File: config.mk
export PLATFORM = sky130hd
export DESIGN_NAME = iterative_divider
export DESIGN_NICKNAME = d
export VERILOG_FILES = /design/src/rtl/iterative_divider.sv
export SDC_FILE = /design/constraint.sdc
export NUM_CORES = 1
export LEC_CHECK = 0
export BUFFER_PORTS_ARGS = -buffer_cell sky130_fd_sc_hd__buf_2
export CAP_MARGIN = 20
export CORE_MARGIN = 2
export CORE_UTILIZATION = 53
export CTS_CLUSTER_SIZE = 20
export DETAILED_ROUTE_END_ITERATION = 8
export PLACE_DENSITY = 0.74
export SYNTH_ARGS = -nofsm -noshare
export SYNTH_HDL_FRONTEND = slang
export SYNTH_SLANG_ARGS = --single-unit
File: constraint.sdc
create_clock -name clk -period 5.5 [get_ports clk]
set_input_delay 0.275 -clock clk [delete_from_list [all_inputs] [get_ports clk]]
set_output_delay 0.275 -clock clk [all_outputs]
set_load 0.01 [all_outputs]
File: src/rtl/iterative_divider.sv
// Multi-cycle restoring divider for MIPS DIV/DIVU, one quotient bit per cycle.
// Quotient goes to o_lo, remainder to o_hi; o_busy stalls the pipeline while
// a division is in flight.
// Optional: define DIV_BY_ZERO_DETECT_EN to add o_div_by_zero and a short-cut
// path that skips the iterative phase when the divisor is zero.
//
// state | meaning
// IDLE  | waiting for i_start; outputs hold the last result
// CALC  | WIDTH shift-subtract iterations on operand magnitudes
// SIGN  | apply sign correction, register o_lo/o_hi, pulse o_done
module iterative_divider #(
  parameter int WIDTH = 32
) (
  input  logic             clk,
  input  logic             reset,
  input  logic             i_start,
  input  logic             i_signed,
  input  logic [WIDTH-1:0] i_dividend,
  input  logic [WIDTH-1:0] i_divisor,
  input  logic             i_cancel,
  output logic             o_busy,
  output logic             o_done,
  output logic [WIDTH-1:0] o_lo,
  output logic [WIDTH-1:0] o_hi
`ifdef DIV_BY_ZERO_DETECT_EN
  ,
  output logic             o_div_by_zero
`endif
);

  localparam int CW = $clog2(WIDTH);

  typedef enum logic [1:0] {
    IDLE = 2'd0,
    CALC = 2'd1,
    SIGN = 2'd2
  } state_t;

  state_t           state_q, state_d;
  logic [CW-1:0]    cnt_q, cnt_d;
  logic [WIDTH-1:0] rem_q, rem_d;
  logic [WIDTH-1:0] quo_q, quo_d;
  logic [WIDTH-1:0] dvs_q, dvs_d;
  logic             neg_quo_q, neg_quo_d;
  logic             neg_rem_q, neg_rem_d;
  logic             busy_q, busy_d;
  logic             done_q, done_d;
  logic [WIDTH-1:0] lo_q, lo_d;
  logic [WIDTH-1:0] hi_q, hi_d;
`ifdef DIV_BY_ZERO_DETECT_EN
  logic             dbz_q, dbz_d;
`endif

  logic [WIDTH:0]   shifted;
  logic             fits;
  logic [WIDTH-1:0] trial;

  function automatic logic [WIDTH-1:0] mag(input logic [WIDTH-1:0] v);
    return v[WIDTH-1] ? -v : v;
  endfunction

  // Trial subtraction: shifted partial remainder against the divisor. When it
  // fits, the difference is below the divisor, so WIDTH bits hold it exactly.
  always_comb begin
    shifted = {rem_q, quo_q[WIDTH-1]};
    fits    = (shifted >= {1'b0, dvs_q});
    trial   = shifted[WIDTH-1:0] - dvs_q;
  end

  // Next-state and datapath update
  always_comb begin
    state_d   = state_q;
    cnt_d     = cnt_q;
    rem_d     = rem_q;
    quo_d     = quo_q;
    dvs_d     = dvs_q;
    neg_quo_d = neg_quo_q;
    neg_rem_d = neg_rem_q;
    busy_d    = busy_q;
    done_d    = 1'b0;
    lo_d      = lo_q;
    hi_d      = hi_q;
`ifdef DIV_BY_ZERO_DETECT_EN
    dbz_d     = dbz_q;
`endif
    case (state_q)
      IDLE: begin
        if (i_start && !i_cancel) begin
          rem_d   = '0;
          cnt_d   = '0;
          busy_d  = 1'b1;
          state_d = CALC;
          // A zero divisor runs on the raw dividend with no sign correction,
          // so the natural result is LO = all ones, HI = original dividend.
          if (i_signed && (i_divisor != '0)) begin
            quo_d     = mag(i_dividend);
            dvs_d     = mag(i_divisor);
            neg_quo_d = i_dividend[WIDTH-1] ^ i_divisor[WIDTH-1];
            neg_rem_d = i_dividend[WIDTH-1];
          end else begin
            quo_d     = i_dividend;
            dvs_d     = i_divisor;
            neg_quo_d = 1'b0;
            neg_rem_d = 1'b0;
          end
`ifdef DIV_BY_ZERO_DETECT_EN
          dbz_d = 1'b0;
          if (i_divisor == '0) begin
            quo_d   = '1;
            rem_d   = i_dividend;
            state_d = SIGN;
          end
`endif
        end
      end
      CALC: begin
        if (i_cancel) begin
          state_d = IDLE;
          busy_d  = 1'b0;
        end else begin
          rem_d = fits ? trial : shifted[WIDTH-1:0];
          quo_d = {quo_q[WIDTH-2:0], fits};
          cnt_d = cnt_q + CW'(1);
          if (cnt_q == CW'(WIDTH - 1)) begin
            state_d = SIGN;
          end
        end
      end
      SIGN: begin
        state_d = IDLE;
        busy_d  = 1'b0;
        if (!i_cancel) begin
          lo_d   = neg_quo_q ? -quo_q : quo_q;
          hi_d   = neg_rem_q ? -rem_q : rem_q;
          done_d = 1'b1;
`ifdef DIV_BY_ZERO_DETECT_EN
          dbz_d  = (dvs_q == '0);
`endif
        end
      end
      default: begin
        state_d = IDLE;
        busy_d  = 1'b0;
      end
    endcase
  end

  // State register
  always_ff @(posedge clk) begin
    if (reset) begin
      state_q <= IDLE;
    end else begin
      state_q <= state_d;
    end
  end

  // Datapath and output registers
  always_ff @(posedge clk) begin
    if (reset) begin
      cnt_q     <= '0;
      rem_q     <= '0;
      quo_q     <= '0;
      dvs_q     <= '0;
      neg_quo_q <= 1'b0;
      neg_rem_q <= 1'b0;
      busy_q    <= 1'b0;
      done_q    <= 1'b0;
      lo_q      <= '0;
      hi_q      <= '0;
`ifdef DIV_BY_ZERO_DETECT_EN
      dbz_q     <= 1'b0;
`endif
    end else begin
      cnt_q     <= cnt_d;
      rem_q     <= rem_d;
      quo_q     <= quo_d;
      dvs_q     <= dvs_d;
      neg_quo_q <= neg_quo_d;
      neg_rem_q <= neg_rem_d;
      busy_q    <= busy_d;
      done_q    <= done_d;
      lo_q      <= lo_d;
      hi_q      <= hi_d;
`ifdef DIV_BY_ZERO_DETECT_EN
      dbz_q     <= dbz_d;
`endif
    end
  end

  assign o_busy = busy_q;
  assign o_done = done_q;
  assign o_lo   = lo_q;
  assign o_hi   = hi_q;
`ifdef DIV_BY_ZERO_DETECT_EN
  assign o_div_by_zero = dbz_q;
`endif

endmodule

======== Word-level counts from Yosys, hierarchy flattened ========
Index checks and enable logic that the tools add are counted.
cells by class
  magnitude comparators ................... 1
  muxes and demuxes ....................... 26
  $mul .................................... 0
  divide/modulo/power cells ............... 0
  bitwise logic cells ..................... 3
  shifts and indexed selects .............. 0
  equal/unequal tests ..................... 7
  $add $sub $neg .......................... 6
  reduce and logical (&&, ||, !) cells .... 12
operators with widths
  operator                                                               count
  32-bit 2-to-1 mux                                                      11
  32-bit negation                                                        4
  32-bit case mux with 2 select lines                                    2
  33-bit by 32-bit greater-or-equal comparator with 1-bit output         1
  32-bit nonzero test                                                    1
  32-bit subtractor                                                      1
  5-bit 2-to-1 mux                                                       2
  5-bit case mux with 2 select lines                                     1
  2-bit AND reduction                                                    4
  2-bit 2-to-1 mux                                                       3
  2-bit inequality test, second input constant                           3
  5-bit by 1-bit adder with 5-bit output, second input constant          1
  5-bit equality test, second input constant                             1
  1-bit 2-to-1 mux                                                       5
  2-bit case mux with 2 select lines                                     1
  3-bit inequality test, second input constant                           1
  3-bit AND reduction                                                    1
  2-bit by 1-bit equality test with 1-bit output, second input constant  1
  2-bit equality test, second input constant                             1
  1-bit logical AND                                                      2
  2-bit zero test                                                        1
  1-bit inverter                                                         2
  1-bit case mux with 2 select lines                                     1
  2-bit nonzero test                                                     1
  other kinds (3)                                                        3
storage, ports and cells
  memories ................................ 0
  bits in latches ......................... 0
  bits in read-only memories .............. 0
  word-level logic and storage cells ...... 66
  bits in registers ....................... 171
  bits in writable memories ............... 0

======== Logic depth before layout (Yosys ltp) ========
Gate-level depths: netlist of the first run.
  depth after elaboration ................. 5
  mapped depth ............................ 13
  depth with buffers taken out ............ 13

======== Worst setup path after synthesis of the first run ========
No wires, ideal clock.
  path kind ............................... reg-to-reg
  start point ............................. register rem_q[10]
  end point ............................... register rem_q[10]
  stages on the path, launching flop included .. 13
  arrival ................................. 2.777 ns
  data required time ...................... 5.372 ns
  setup slack ............................. 2.594 ns
  library setup time ...................... 0.128 ns
  cell sequence ........................... dfxtp_1 -> ha_1 -> clkbuf_1 -> nand2_1 -> o21ai_0 -> nor3_1 -> a21boi_1 -> o21ai_0 -> a21oi_1 -> o31ai_2 -> buf_2 -> mux2i_1 -> o21ai_0
between the ends
  word-level cells in the longest chain between the ends .. 4
ends and longest elaborated chain
  element                                                         line  text
  start, declared                                                 41    logic [WIDTH-1:0] rem_q, rem_d;
  start signal, assigned                                          175   rem_q <= rem_d;
  33-bit by 32-bit greater-or-equal comparator with 1-bit output  66    fits = (shifted >= {1'b0, dvs_q});
  32-bit 2-to-1 mux                                               121   rem_d = fits ? trial : shifted[WIDTH-1:0];
  32-bit 2-to-1 mux                                               117   if (i_cancel) begin
  32-bit case mux with 2 select lines                             86    case (state_q)
Every way passes these cells. The select of a mux whose other input is x is not followed.
A chain may end at the register's enable or synchronous reset.

======== Final worst setup path of the first run ========
  start point ............................. register rem_q[10]
  end point ............................... register rem_q[0]
Same word-level chain as after synthesis.

==> results.txt, run 1 <==
The DRC violations left is 0, and the total CTS buffers is 17. The vias per cell is 5.77, and the wire length after detailed routing is 26,400 um. STA puts the critical path data required time at 5.86 ns. Setup repair after global routing left no endpoint under its margin.

The actual slew at the worst max-slew pin works out to 1.08 ns. The run gives 19,500 sq um as the core box area. Of all nets on the critical path, the largest fanout is 17. Summed over all failing endpoints, the final setup total negative slack is 0 ns. The run finished with clean final reports.

Measured along the y axis, the die boundary spans 145 um. Of the post-synthesis cell area, the dominant cell type holds 32.4%. After synthesis, flip-flops and latches occupy 32.4% of the total area. The die covers 21,100 sq um.

The run gives 0.104 ns as the worst-case hold slack. After synthesis, the mean cell area works out to 8.06 sq um. After clock tree synthesis, the clock-pin slew on the worst setup and hold paths is 0.07 ns. Main flop type after synthesis: sky130_fd_sc_hd__dfxtp_1.

The root buffer cell is sky130_fd_sc_hd__clkbuf_16. The half-perimeter wire length of the detailed placement result is 19,100 um. For this block, the via count after detailed routing is 9,694. Number of top-level pins: 135. Global routing consumed, over all layers together, 24.8% of the routing resources. By count the netlist is led by 171 x sky130_fd_sc_hd__dfxtp_1, 141 x sky130_fd_sc_hd__nor2_1, 107 x sky130_fd_sc_hd__nand2_1.

The number of nets produced by synthesis was 1,420. For the maximum clock frequency, the log shows 308 MHz. Sorting the synthesized cells by area gives the leading types as sky130_fd_sc_hd__dfxtp_1 32%, sky130_fd_sc_hd__xor2_1 7.9%, sky130_fd_sc_hd__a211oi_1 6.4%, sky130_fd_sc_hd__nor2_1 5.0%, sky130_fd_sc_hd__ha_1 4.5%. In the synthesized netlist, the number of instances is 1,312.

The initial antenna violation count is 7, and the summed instance area of the synthesized netlist is 10,600 sq um. The number of global-route vias before repair was 8,997; the delay of the slowest critical-path stage was 0.46 ns. The count of standard-cell rows is 51, and the number of hold-repair buffers added at the cts stage is 0. The number of resized instances in the post-cts repair step was 0; the number of detailed-routing iterations run before antenna repair was 5. Of all flip-flops after synthesis, the portion carrying an async set or reset was 0%. The class of the tightest hold or removal check was in2reg.

Summing all multi-input logic gate instances after layout gives 6660 sq um. Startpoint type of the worst setup path: a flop. At the end of the flow, the number of nets in the layout was 1,504.

The startpoint-to-endpoint class of the critical path is reg2reg. The count of input and output buffers came out at 134. The worst endpoint data arrival time was 3.61 ns; the share of the cycle needed by the critical path after routing was 59.0%.

TritonCTS built the clock tree. The tool flagged a number of max-cap violations equal to 0. On the critical path, the stage with the largest delay is an instance of sky130_fd_sc_hd__ha_1. Setup violations remaining at the end of the flow were counted as 0. The sink count of the clock tree came out at 171. The cell leakage power is 4.66 nW. The yosys synthesis warning count is 0.

The width of the chip came out at 145 um. The post-CTS setup repair buffer count is 0, and the power consumption is 3.06 mW. Yosys instantiated no cell more often than sky130_fd_sc_hd__dfxtp_1.

VDD sags by at most 0.000230 V. For the number of slew-limit violations in the final report, the log shows 0. The filler cell count in the final layout is 1,806. The cell accounting for the most synthesized area was sky130_fd_sc_hd__dfxtp_1. Counting stages on the worst path, the most repeated cell is sky130_fd_sc_hd__o21ai_0.

The tools report the endpoint type of the worst setup path as a flop. In this design, the largest share of critical-path delay is due to compound AO/OA/AOI/OAI gates. The final period demand of the worst path was 3.25 ns; the global-route wire length before repair was 44,000 um. Dividing total power by cell area gives a power density of 254 nW/um^2.

The total overflow left after global routing is 0. Once detail routing completed, the nets flagged for antenna violations numbered 0. In this run the tightest slew margin relative to its limit is 28.2%.

In the final routed layout, each cell accounts on average for 15.7 um. The clock passes through at most 2 buffers. The post-route netlist has 13.8% of its cells at a drive strength greater than 1. For the total number of H-tree levels, the log shows 4. The clock network latency to the later pin of the worst-skew pair was 0.44 ns; the final weighted congestion in routability-driven placement was 0.933. Summing all flip-flop and latch instances after layout gives 3420 sq um. The critical path goes through ha_1 -> nand2_1 -> o21ai_0 -> nor3_1 -> a21boi_1 -> o21ai_0 -> a21oi_1 -> o31ai_4 -> buf_4 -> mux2_2 -> o21ai_0.

In this run, synthesis produced a sequential element count of 171. Count of unique library cells instantiated by Yosys: 61. Entering global routing, the biggest net connects 87 pins. For the count of final hold-check violations, the log shows 0. The initial DRC count came out at 648. The initial utilization of the core area, before any placement, comes to 54.1%. The buffering stage count on the worst path with inverters included came out at 1. The area added between synthesis and finish was 13.7%. The number of enable flip-flop cells after synthesis was 0; the largest clock skew in the final design was 0.00843 ns.
flip-flops by register name (all words and copies together) (netlist names), 2 cells and up:
register  cells
quo_q        32
dvs_q        32
rem_q        32
o_hi         32
o_lo         32
state_q       2
cnt_q         5
cell type report:
| cell class | instances | share of cell area, % |
|---|---|---|
| Antenna cell | 5 | 0.104 |
| Clock buffer | 18 | 3.57 |
| Clock inverter | 14 | 1.46 |
| Inverter | 55 | 1.72 |
| Multi-Input combinational cell | 1006 | 55.4 |
| Sequential cell | 171 | 28.5 |
| Tap cell | 265 | 2.76 |
| Timing Repair Buffer | 145 | 6.52 |
cells in the final DEF, fill, tap and decap left out, drive strengths merged, types with 6 or more instances in the layout:
master,n
and3,10
nand2,107
a21oi,63
mux2i,34
a31oi,7
o22ai,26
a311oi,6
nor3,21
o41ai,10
nor4,13
a22oi,33
nand3,13
or4,16
a211oi,90
nor2,141
nor2b,6
xor2,95
nand2b,7
or3,24
dfxtp,171
xnor2,48
o31ai,33
inv,63
a21o,16
clkbuf,18
o21ai,82
buf,145
o21a,8
ha,38
nand4,7
cell families (layout without fill, tap and decap cells):
kind of cell,after synthesis,in the layout,share of synthesized area [%]
DFF,171,171,32.4
and+or+nand+nor,388,388,17.6
muxes,35,35,3.33
xor gates and xnor gates,143,143,11.8
buffers and inverters,135,232,4.91
AOI/OAI and AO/OA,401,401,25.3
adders and majority gates,39,39,4.69
other,0,5,0
routing by layer:
metal / up-vias / GRT usage (%) / wire length (um)
li1: 4953 / - / -
met1: 4483 / 30.2 / 11600
met2: 220 / 43.9 / 13000
met3: 34 / 5.13 / 1350
met4: 4 / 7.79 / 386
met5: - / 0 / 24
path summary, 6_finish.rpt:
| kind | cells past startpoint | startpoint | slack, ns | to |
|---|---|---|---|---|
| setup / recovery | 11 | rem_q[10] | 2.25 | rem_q[0] |
| hold / removal | 2 | i_cancel | 0.10 | state_q[0] |
| setup reg to reg | 11 | rem_q[10] | 2.25 | rem_q[0] |
| hold reg to reg | 2 | dvs_q[31] | 0.45 | dvs_q[31] |
where the power goes:
part	switching, mW	leakage [nW]	internal, mW
sequential	0.0352	1.39	1.27
combinational	0.298	2.98	0.200
clock	0.564	0.290	0.689
total	0.897	4.66	2.16
per-stage QoR:
step | cells | setup slack (ns) | util [%] | cell area [sq um]
4_1_cts | 1672 | 2.25 | 61.3 | 12000
6_report | 1679 | 2.25 | 61.6 | 12000
3_3_place_gp | 1640 | 2.13 | 58.2 | 11400
3_5_place_dp | 1640 | 2.09 | 58.2 | 11400
5_1_grt | 1677 | 1.90 | 61.5 | 12000
2_1_floorplan | 1312 | 2.59 | - | 10600
Note: power is estimated with default switching activity, not from simulation.
==> run 2: changes to the inputs <==
==> constraint.sdc (replaced) <==
create_clock -name clk -period 3.1 [get_ports clk]
set_input_delay 0.155 -clock clk [delete_from_list [all_inputs] [get_ports clk]]
set_output_delay 0.155 -clock clk [all_outputs]
set_load 0.01 [all_outputs]
==> run 2 against run 1 <==
- final cell count rose by 1.9%
- total power rose by 77%
- maximum frequency rose by 8.8%
- non-clock buffer count rose by 37
- utilization rose by 1.7 points
- setup slack got worse by 2.1 ns
- critical path type unchanged
- global-route usage rose by 1.1 points
- combinational power rose by 90%
- highest routed layer is now met4
- worst hold slack got worse by 0.077 ns
- clock skew rose by 0.0035 ns
- register-to-register slack got worse by 2.1 ns
- first-iteration DRC count fell by 11%
==> results.txt, run 2 (same netlist as run 1, synthesis figures left out) <==
The run finished with clean final reports. After filler insertion, the fill cell instance count of the layout stands at 1,775. Dividing the final minimum period by the clock period gives 96.2%. From left edge to right edge, the die measures 145 um. The tools report the remaining antenna violation count as 0. The region available for standard cell placement spans 19,500 sq um. The worst ir drop on vdd is 0.000350 V, and the height of the chip is 145 um.

The delay of the slowest critical-path stage was 0.57 ns; the full die area was 21,100 sq um. The run gives 0.0119 ns as the largest clock skew in the final design. The startpoint type of the worst setup path was a flop. Among cell families on the critical path, the largest total delay comes from simple AND/OR/NAND/NOR gates.

The cell leakage power came out at 4.86 nW. In the final design database the tool counted 1,541 nets. The critical path is of the reg2reg type. TritonCTS built the clock tree.

The DRC violations left was 0; the actual slew at the worst max-slew pin was 0.967 ns. For the initial antenna violation count, the log shows 1. The count of final hold-check violations was 0. The root buffer cell was sky130_fd_sc_hd__clkbuf_16. Setup violations remaining at the end of the flow were counted as 0. The endpoint type of the worst setup path was a flop. Initial core utilization: 54.1%.

The library cell used most frequently in the layout, excluding fill and tap cells, is sky130_fd_sc_hd__dfxtp_1. Overall power consumption after layout is estimated at 5.41 mW. The routed layout has 9,911 vias. The number of slew-limit violations in the final report is 0, and the maximum number of pins on one net before global-route repair is 93. The total CTS buffers was 17. The critical path goes through or4_4 -> or4_4 -> or3_4 -> or2_4 -> or3_4 -> o21ai_2 -> xnor2_1 -> a22o_1.

Global routing used 25.9% of the available tracks. Once detailed placement completed, the half-perimeter wirelength came to 20,400 um. Summed over all layers, the global routing overflow is 0. The top fanout value on the critical path came out at 7. For the global-route wire length before repair, the log shows 45,500 um.

In this run, the number of DRC markers left after iteration 0 of detailed routing was 574. The remaining max-slew budget at the tightest pin came out at 35.5%. For this design the ratio of total power to cell area is 438 nW/um^2.

Counting along the longest clock path gives a buffer depth of 2. Leaving out fill and tap cells, the most frequent cells in the layout are 168 x sky130_fd_sc_hd__dfxtp_1, 140 x sky130_fd_sc_hd__nor2_1, 133 x sky130_fd_sc_hd__buf_2, 106 x sky130_fd_sc_hd__nand2_1, 95 x sky130_fd_sc_hd__xor2_1. The slowest stage cell on the critical path was sky130_fd_sc_hd__or4_4. The logs give 27,700 um for the wire length after detailed routing and 0 for the max-cap violation count.

Counting both buffers and inverters, the worst setup path holds a total of 0. The tools report the number of global-route vias before repair as 9,286. The later pin in the worst-skew pair is clocked with a latency of 0.44 ns. CTS built an H-tree with a depth of 4.

In this run the tool buffered the top-level ports with 134 buffer cells. For this run, the top clock speed supported by timing is 335 MHz. The floorplan has 51 rows. For the sink count of the clock tree, the log shows 171. In the final layout, the share of cells above drive strength 1 is 17.0%. For the finished layout, the period the worst path requires is 2.98 ns. Adding up every negative setup slack in the final design gives 0 ns. The run gives 0.926 as the final weighted congestion in routability-driven placement. The post-detailed-route wirelength per cell was 16.2 um. In this run the worst hold path is classified as in2reg.

The vias per cell came out at 5.79. The number of top-level pins was 135; the share of the core filled with cells in the final layout was 63.2%. The setup slack on the worst flop-to-flop path came out at 0.12 ns. STA puts the critical path data arrival time at 3.31 ns. Setup repair after global routing could not meet its margin everywhere. Clock-pin slew was measured on the worst setup and hold paths at 0.07 ns. The required time at the worst-slack endpoint was 3.43 ns; the post-CTS setup repair buffer count was 0.

Relative to the synthesized area, the layout overhead comes to 16.8%. For the number of detailed-routing iterations run before antenna repair, the log shows 5. The number of antenna diodes in the final layout is 0.
[run 2: area by class of cell]
cell class / instances / area, sq um / area share, %
Sequential cell: 171 / 3430 / 27.8
Inverter: 55 / 206 / 1.67
Tap cell: 265 / 332 / 2.69
Multi-Input combinational cell: 1006 / 6710 / 54.4
Clock inverter: 15 / 170 / 1.38
Clock buffer: 17 / 425 / 3.45
Timing Repair Buffer: 182 / 1070 / 8.68
[run 2: worst paths after layout]
check,start,endpoint,cells past startpoint
worst min register to register,dvs_q[31],dvs_q[31],2
worst min-delay path,i_divisor[1],dvs_q[1],3
worst max register to register,rem_q[7],o_hi[30],8
worst max-delay path,rem_q[7],o_hi[30],8
[run 2: where the power goes]
part           total (mW)  leakage (nW)  internal (mW)  switching, mW
logic               0.947          3.18          0.387          0.560
registers            2.31          1.39           2.25         0.0581
clock network        2.15         0.290           1.09           1.06
[run 2: timing repair]
item	4_1_cts	5_1_grt
endpoints found under the setup margin	1	37
hold endpoints to repair	2	0
hold buffers	1	0
pin swaps	0	4
resized for setup	1	17
[run 2: layer usage]
metal  global-route usage, %  share of wire [%]  vias to the layer above
li1                        -                  -                     5012
met2                    45.4                 50                      221
met5                       0                  0                        -
met3                    5.66                5.0                       46
met4                    7.84                2.3                        0
met1                    31.8                 43                     4632
[run 2: metrics by stage]
step           area [sq um]  setup WS (ns)  cells  hold slack (ns)
2_1_floorplan         10600          0.194   1312            0.232
3_3_place_gp          11700         0.0341   1677            0.428
3_5_place_dp          11700         0.0149   1677            0.430
4_1_cts               12300         0.0194   1710           0.0119
5_1_grt               12300        -0.0134   1711           0.0318
6_report              12300          0.118   1711           0.0269
[run 2: tightest hold or removal path: stages]
cell and delay [ns]:
sky130_fd_sc_hd__buf_2 0.13, sky130_fd_sc_hd__nand2_1 0.06, sky130_fd_sc_hd__a311oi_1 0.08
